### src/rtl/cursor_tracker.sv
// PS/2 mouse receiver: deframes serial bytes, assembles 3-byte packets
// and tracks a screen-clamped cursor position plus button state.
module cursor_tracker #(
  parameter int H       = 480,
  parameter int W       = 640,
  parameter int TIMEOUT = 50000
) (
  input  logic        clk,
  input  logic        reset,
  input  logic        PS2_CLK,
  input  logic        PS2_DAT,
  output logic [10:0] cursorX,
  output logic [10:0] cursorY,
  output logic        left_btn,
  output logic        right_btn,
  output logic        pkt_valid,
  output logic        frame_err
);

  localparam int CW = $clog2(TIMEOUT + 1);
  localparam logic signed [11:0] XMAX = 12'(W - 1);
  localparam logic signed [11:0] YMAX = 12'(H - 1);

  typedef enum logic [1:0] {IDLE, DATA, PARITY, STOP} st_t;

  logic          c1_q, c2_q, c3_q, d1_q, d2_q;
  st_t           st_q, st_d;
  logic [2:0]    cnt_q, cnt_d;
  logic [7:0]    sh_q, sh_d;
  logic          par_q, par_d;
  logic [CW-1:0] to_q, to_d;
  logic          bv_q, bv_d;
  logic [7:0]    byte_q, byte_d;
  logic          ferr_q, ferr_d;
  logic [1:0]    idx_q, idx_d;
  logic [5:0]    hdr_q, hdr_d;
  logic [7:0]    b1_q, b1_d;
  logic [10:0]   x_q, x_d, y_q, y_d;
  logic          l_q, l_d, r_q, r_d;
  logic          pv_q, pv_d;

  logic              fall, bit_in;
  logic signed [11:0] nx, ny;
  logic [10:0]        cx, cy;

  assign fall   = c3_q & ~c2_q;
  assign bit_in = d2_q;

  // hdr_q = {Yovf, Xovf, Ysign, Xsign, R, L}
  always_comb begin
    nx = {1'b0, x_q} + {{4{hdr_q[2]}}, b1_q};
    ny = {1'b0, y_q} - {{4{hdr_q[3]}}, byte_q};
    if (nx[11])         cx = '0;
    else if (nx > XMAX) cx = XMAX[10:0];
    else                cx = nx[10:0];
    if (ny[11])         cy = '0;
    else if (ny > YMAX) cy = YMAX[10:0];
    else                cy = ny[10:0];
  end

  always_comb begin
    st_d   = st_q;
    cnt_d  = cnt_q;
    sh_d   = sh_q;
    par_d  = par_q;
    to_d   = '0;
    bv_d   = 1'b0;
    byte_d = byte_q;
    ferr_d = 1'b0;
    if (st_q != IDLE && !fall && to_q == CW'(TIMEOUT)) begin
      st_d   = IDLE;
      ferr_d = 1'b1;
    end else begin
      if (st_q != IDLE && !fall) to_d = to_q + 1'b1;
      if (fall) begin
        unique case (st_q)
          IDLE: begin
            if (!bit_in) begin
              st_d  = DATA;
              cnt_d = '0;
            end
          end
          DATA: begin
            sh_d  = {bit_in, sh_q[7:1]};
            cnt_d = cnt_q + 1'b1;
            if (cnt_q == 3'd7) st_d = PARITY;
          end
          PARITY: begin
            par_d = (^sh_q) ^ bit_in;
            st_d  = STOP;
          end
          STOP: begin
            st_d = IDLE;
            if (bit_in && par_q) begin
              bv_d   = 1'b1;
              byte_d = sh_q;
            end else begin
              ferr_d = 1'b1;
            end
          end
          default: st_d = IDLE;
        endcase
      end
    end
  end

  always_comb begin
    idx_d = idx_q;
    hdr_d = hdr_q;
    b1_d  = b1_q;
    x_d   = x_q;
    y_d   = y_q;
    l_d   = l_q;
    r_d   = r_q;
    pv_d  = 1'b0;
    if (ferr_q) begin
      idx_d = '0;
    end else if (bv_q) begin
      unique case (idx_q)
        2'd0: begin
          // bit3 is always set in a real header; anything else is a resync
          if (byte_q[3]) begin
            hdr_d = {byte_q[7:4], byte_q[1:0]};
            idx_d = 2'd1;
          end
        end
        2'd1: begin
          b1_d  = byte_q;
          idx_d = 2'd2;
        end
        2'd2: begin
          idx_d = '0;
          pv_d  = 1'b1;
          l_d   = hdr_q[0];
          r_d   = hdr_q[1];
          if (!hdr_q[4]) x_d = cx;
          if (!hdr_q[5]) y_d = cy;
        end
        default: idx_d = '0;
      endcase
    end
  end

  always_ff @(posedge clk) begin
    if (reset) begin
      c1_q   <= 1'b1;
      c2_q   <= 1'b1;
      c3_q   <= 1'b1;
      d1_q   <= 1'b1;
      d2_q   <= 1'b1;
      st_q   <= IDLE;
      cnt_q  <= '0;
      sh_q   <= '0;
      par_q  <= 1'b0;
      to_q   <= '0;
      bv_q   <= 1'b0;
      byte_q <= '0;
      ferr_q <= 1'b0;
      idx_q  <= '0;
      hdr_q  <= '0;
      b1_q   <= '0;
      x_q    <= 11'(W / 2);
      y_q    <= 11'(H / 2);
      l_q    <= 1'b0;
      r_q    <= 1'b0;
      pv_q   <= 1'b0;
    end else begin
      c1_q   <= PS2_CLK;
      c2_q   <= c1_q;
      c3_q   <= c2_q;
      d1_q   <= PS2_DAT;
      d2_q   <= d1_q;
      st_q   <= st_d;
      cnt_q  <= cnt_d;
      sh_q   <= sh_d;
      par_q  <= par_d;
      to_q   <= to_d;
      bv_q   <= bv_d;
      byte_q <= byte_d;
      ferr_q <= ferr_d;
      idx_q  <= idx_d;
      hdr_q  <= hdr_d;
      b1_q   <= b1_d;
      x_q    <= x_d;
      y_q    <= y_d;
      l_q    <= l_d;
      r_q    <= r_d;
      pv_q   <= pv_d;
    end
  end

  assign cursorX   = x_q;
  assign cursorY   = y_q;
  assign left_btn  = l_q;
  assign right_btn = r_q;
  assign pkt_valid = pv_q;
  assign frame_err = ferr_q;

endmodule

### config.mk
export PLATFORM = sky130hd
export DESIGN_NAME = cursor_tracker
export DESIGN_NICKNAME = d
export VERILOG_FILES = /design/src/rtl/cursor_tracker.sv
export SDC_FILE = /design/constraint.sdc
export NUM_CORES = 1
export LEC_CHECK = 0
export CAP_MARGIN = 20
export CORE_MARGIN = 3
export CORE_UTILIZATION = 64
export DETAILED_ROUTE_END_ITERATION = 12
export GPL_TIMING_DRIVEN = 0
export PLACE_DENSITY = 0.92
export SYNTH_ARGS = -nofsm -noshare
export SYNTH_HDL_FRONTEND = slang
export SYNTH_SLANG_ARGS = --single-unit
### constraint.sdc
create_clock -name clk -period 7.5 [get_ports clk]
set_clock_uncertainty 0.2 [all_clocks]
set_input_delay 1.125 -clock clk [delete_from_list [all_inputs] [get_ports clk]]
set_output_delay 1.125 -clock clk [all_outputs]
set_load 0.02 [all_outputs]
# == Yosys cells after proc, flatten, opt, wreduce, memory -nomap -nowiden ==
# Index checks and enable logic that the tools add are counted.
# word_totals
register_bits,86
word_cells,90
# op_classes
add_sub_neg,4
reduce_logical,25
eq_ne,10
n_mux,17
magnitude_cmp,2
bitwise_logic,11
# op_table
operator,count
$mux W11,4
$reduce_and A4 Y1,5
$add A16 B1 Y16 const B,1
$eq A16 B16 Y1 const B,1
$reduce_and A3 Y1,5
$add A11 B12 Y12,1
$gt A12 B10 Y1 const B,1
$gt A12 B11 Y1 const B,1
$sub A11 B12 Y12,1
$not A1 Y1,9
$pmux W2 S4,1
$reduce_xor A8 Y1,1
$eq A2 B2 Y1 const B,3
$mux W1,6
$mux W2,3
$ne A2 B2 Y1 const B,3
$pmux W3 S2,1
$reduce_or A3 Y1,2
$eq A2 B1 Y1 const B,2
$logic_not A2 Y1,2
$pmux W2 S2,1
$reduce_bool A2 Y1,2
$reduce_or A2 Y1,2
$reduce_or A4 Y1,1
other kinds (8),10

# == Longest topological paths before layout ==
# depth
ltp_word,7
depth_mapped,11
mapped_depth_nobuf,11

# == Least setup slack after synthesis ==
# No wires, ideal clock.
# synth_path
path_kind,reg-to-reg
start,register x_q[0] (netlist: cursorX[0])
end,register x_q[5] (netlist: cursorX[5])
setup_slack_ns,4.880
period_less_slack_ns,2.620
path_stages_with_launch,11
required_ns,7.164
setup_ns,0.136
arrival_time_ns,2.284
path_cell_list,dfxtp_1 ha_1 inv_1 fa_1 nor2b_1 o31ai_1 a31oi_1 xor2_1 o21a_1 a2111oi_0 nor3_1
# synth_between
elab_chain_cells,4
# synth_rtl
element,line,rtl
"start, declared",38,"logic [10:0] x_q, x_d, y_q, y_d;"
"start signal, assigned",162,x_q <= 11'(W / 2);
$add A11 B12 Y12 (*),51,"nx = {1'b0, x_q} + {{4{hdr_q[2]}}, b1_q};"
$gt A12 B11 Y1,54,else if (nx > XMAX) cx = XMAX[10:0];
$mux W11,54,
$mux W11 (*),53,if (nx[11]) cx = '0;
# Mark *: on every way between the ends. The rest lies on a longest branch, timed or not.
# A chain may end at the register's enable or synchronous reset.

# == Worst setup path after layout ==
# layout_path
start,register byte_q[5]
end,register y_q[4] (netlist: cursorY[4])
# layout_between
elab_chain_cells,4
# layout_rtl
element,line,rtl
"start, declared",33,"logic [7:0] byte_q, byte_d;"
"start signal, assigned",179,byte_q <= byte_d;
$sub A11 B12 Y12 (*),52,"ny = {1'b0, y_q} - {{4{hdr_q[3]}}, byte_q};"
$gt A12 B10 Y1,57,else if (ny > YMAX) cy = YMAX[10:0];
$mux W11,57,
$mux W11 (*),56,if (ny[11]) cy = '0;
"end signal, assigned",163,y_q <= 11'(H / 2);
"end signal, assigned",185,y_q <= y_d;
"end, declared",38,
# Marked as above.

==> results list <==
* Net count of the finished layout: slightly above 600
- Biggest cell delay along the critical path: between 0.4 and 0.5 ns
* Via count: approximately 4000
* Critical-path cell with the highest stage delay: sky130_fd_sc_hd__dfxtp_1
- Storage cell area: around 0.0017 mm2
* First-pass GRT wire length: roughly 18000 um
* Chip height: between 90 and 100 um
* Cell count after synthesis: about 530
* Power density over the cells: around 160 mW/mm2
- For this run, the leading register cell type out of synthesis is sky130_fd_sc_hd__dfxtp_1.
- Area occupied by multi-input gates: approximately 0.0027 mm2
- The number of antenna diodes in the final layout is 0.
* Post-synthesis area per instance: 8.59 um2
- The worst hold path terminates at bit_in.
* Congestion Overflow GR: 0
- After synthesis the cells add up to between 0.004 and 0.005 mm2.
- In this run, synthesis inferred 0 flip-flops with an integrated enable.
* Relative area change from synthesis to final layout: 13.6%
* Router iterations before antenna repair: 6
- Register-to-Register Setup Slack: about 4.4 ns
- In the routed layout, each cell is associated on average with a via count of ~6.
* Capture instance of the worst register-to-register path: cursorY[4]
- The worst-case IR drop observed on VDD is around 0.14 mV.
* Design internal power: between 0.6 and 0.7 mW
* Root buffer selected by CTS: sky130_fd_sc_hd__clkbuf_8
- Synthesized net count: 564
* Leak: 1.90 nW
- Number of failing setup endpoints in the final timing report: 0
- I/O pin total: 30
- Final clock period utilization by the worst path: 0.414
- Highest achievable clock rate: between 300 and 400 MHz
- After synthesis, the netlist uses just under 60 different library cells.
* GR Util All Layers: 0.264
- Unrepaired setup endpoints after global routing: false
- Of all nets on the critical path, the largest fanout is 6.
- Counting along the longest clock path gives a buffer depth of 2.
- The initial utilization of the core area, before any placement, comes to 0.664.
* Clock period minus worst slack: just over 3 ns
- Data arrival at the endpoint of the critical path: around 3.1 ns
- The die covers between 0.008 and 0.009 mm2.
* Clock tree from TritonCTS: yes
* Port bufs: 29
* Post-detailed-placement cell area: just under 0.005 mm2
- In this run, synthesis produced a sequential element count of 86.
- Number of remaining DRC errors: 0
* Post-CTS Setup Bufs: 0
- Number of warnings issued by yosys: 0
- Once detail routing completed, the nets flagged for antenna violations numbered 0.
- Fraction of layout cells with a size suffix above 1: 0.0541
- Across all hold checks on the routed design, the worst slack comes to 0.220 ns.
* Min-Delay Startpoint: d1_q
- Of the synthesized area, sequential elements account for 0.379.
- After the flow finishes, the layout carries non-filler instances totaling around 670.
- WL/cell: between 15 and 20 um
- The final-report hold violation count is 0.
- Counting instances, the worst hold path has a depth of 1.
- The worst setup path is captured at a flop.
- Cts-stage hold buffer count: 0
- After clock tree synthesis, the repair step resized 0 gates.
- Of the total power, registers draw 0.561.
- In the synthesized netlist the async set-or-reset flop fraction comes to 0.
- Transition time of the tightest slew-check pin: between 0.9 and 1 ns
* Net switching power: ~0.18 mW
* Max-slew headroom: 0.375
- Horizontal die dimension: around 90 um
- Of the total power, the clock network draws 0.421.
- Initial antenna violation count: 0
* Design area: around 0.0052 mm2
* Run status: finished clean
* R2r worst-path depth: 9
* Net switching fraction of the power: 0.221
* H-Tree Depth: 3
- The worst setup path is launched from a flop.
* Pin count of the biggest net entering global routing: 15
- Overall power consumption after layout is estimated at 0.816 mW.
- Origin of the critical flop-to-flop path: byte_q[5]
- Inserted Clock Buffers: 9
- Detailed-route wire length: 10700 um
- Clock network latency to the later pin of the worst-skew pair: between 0.3 and 0.4 ns
- Across the run, the number of max-cap violations was 0.
* Tightest Hold Check Type: flop to flop
- The detailed router finished its first iteration with about 310 violations.
* Setup Crit Path Kind: flop to flop
- Row generation in the floorplan step produced 30 rows.
* Detailed placer's ending HPWL: between 7000 and 8000 um
- Cell breakdown of the critical path: inv_1 > ha_1 > and2_4 > a221o_1 > a21oi_1 > nor3b_1 > o22ai_1 > a41oi_2 > a32oi_1
* Combinational Power Share: 0.018
- Number of placed instances, taps included: between 600 and 700
- Clock-pin slew was measured on the worst setup and hold paths at 0.09 ns.
- Clock sinks: 86
* Placeable core region: 0.00683 mm2
- Setup TNS after final layout: 0 ns
* Number of fillers in the final layout: a little under 500
* Via count of the first global-routing pass: 3913
* Critical path required time: 7.51 ns
* Count of pins over their slew limit: 0
- The congestion estimate from routability-driven global placement came to 0.956.
## power by group through the flow
| stage | Clock, mW | Combinational [mW] | Sequential [mW] |
|---|---|---|---|
| detailed placement | 0 | 0.0144 | 0.469 |
| floorplan | 0 | 0.00910 | 0.469 |
| finish | 0.344 | 0.0148 | 0.458 |
| CTS | 0.344 | 0.0145 | 0.458 |
| global placement | 0 | 0.0141 | 0.469 |
| global route | 0.366 | 0.0160 | 0.458 |
## cell usage after synthesis (all sizes together) (6+ instances only)
master / instances / area share
dfxtp: 86 / 0.38
nor2: 70 / 0.058
nand2: 51 / 0.042
a21oi: 49 / 0.056
ha: 30 / 0.083
xnor2: 24 / 0.048
inv: 23 / 0.019
mux2i: 23 / 0.051
nand3: 19 / 0.021
xor2: 15 / 0.029
clkbuf: 12 / 0.0099
o21ai: 12 / 0.013
and3: 10 / 0.014
nand4: 9 / 0.012
a21o: 7 / 0.012
nor3: 7 / 0.0088
a32oi: 6 / 0.012
and2: 6 / 0.0088
nand2b: 6 / 0.0083
## registers in the layout, indices dropped and copies added, names as in the netlist, 2 cells and up
| signal | cells |
|---|---|
| cursorY | 11 |
| st_q | 2 |
| hdr_q | 6 |
| byte_q | 8 |
| cursorX | 11 |
| idx_q | 2 |
| to_q | 16 |
| sh_q | 8 |
| cnt_q | 3 |
| b1_q | 8 |
## layout make-up
| class | instances | share of cell area |
|---|---|---|
| flip-flops and latches | 86 | 0.334 |
| multi-input cells | 405 | 0.519 |
| well taps | 96 | 0.0233 |
| repair buffers | 29 | 0.0563 |
| plain buffers | 14 | 0.0104 |
| clock inverters | 4 | 0.0102 |
| clock buffers | 12 | 0.0301 |
| inverters | 23 | 0.0167 |
## worst max-delay path: cells and delay by family (launching register included)
family                     cells  cell delay [ns]
and+or+nand+nor                2             0.49
buffers and inverters          1             0.08
DFF                            1             0.43
AOI/OAI and AO/OA              5             1.41
adders and majority gates      1             0.36
## worst max-delay path by stage
stage,cells after the start,start,slack [ns],end
after floorplan,10,cursorX[0],4.88,cursorX[5]
after global placement,6,reset,4.56,to_q[7]
after detailed placement,6,reset,4.48,to_q[11]
after CTS,10,byte_q[0],4.51,cursorY[4]
after global routing,10,byte_q[0],4.15,cursorY[4]
final,9,byte_q[5],4.39,cursorY[4]
## through the flow
stage                      util  setup slack (ns)
after floorplan               -              4.88
after global placement    0.724              4.56
after detailed placement  0.724              4.48
after CTS                 0.755              4.51
after global routing      0.755              4.15
final                     0.755              4.39
## cells by family after synthesis
kind of cell | count (synthesis) | synth area share
xor+xnor | 39 | 0.0769
fa+ha+maj | 32 | 0.0916
compound gates | 113 | 0.166
flops | 86 | 0.379
mux | 24 | 0.0532
buf+inv | 37 | 0.0309
simple gates | 197 | 0.202
## metal layers
metal | track usage | wire length, um
met2 | 0.462 | 5220
met4 | 0.102 | 314
met3 | 0.0594 | 697
met5 | 0 | 0
met1 | 0.315 | 4430
## layout by cell type (no fill, tap or decap), types with 3 or more instances in the layout
cell type / instances
sky130_fd_sc_hd__a211oi_1: 5
sky130_fd_sc_hd__a21o_1: 7
sky130_fd_sc_hd__a21oi_1: 47
sky130_fd_sc_hd__a311oi_1: 3
sky130_fd_sc_hd__a32oi_1: 6
sky130_fd_sc_hd__and2_1: 5
sky130_fd_sc_hd__and3_1: 10
sky130_fd_sc_hd__clkbuf_1: 13
sky130_fd_sc_hd__clkbuf_8: 11
sky130_fd_sc_hd__clkdlybuf4s50_1: 29
sky130_fd_sc_hd__dfxtp_1: 86
sky130_fd_sc_hd__ha_1: 30
sky130_fd_sc_hd__inv_1: 23
sky130_fd_sc_hd__mux2i_1: 23
sky130_fd_sc_hd__nand2_1: 51
sky130_fd_sc_hd__nand2b_1: 6
sky130_fd_sc_hd__nand3_1: 19
sky130_fd_sc_hd__nand4_1: 9
sky130_fd_sc_hd__nor2_1: 70
sky130_fd_sc_hd__nor2b_1: 5
sky130_fd_sc_hd__nor3_1: 6
sky130_fd_sc_hd__o211ai_1: 4
sky130_fd_sc_hd__o21a_1: 3
sky130_fd_sc_hd__o21ai_0: 11
sky130_fd_sc_hd__o31ai_1: 4
sky130_fd_sc_hd__or2_2: 5
sky130_fd_sc_hd__xnor2_1: 23
sky130_fd_sc_hd__xor2_1: 15
No activity file was read; power rests on OpenSTA's default activity.
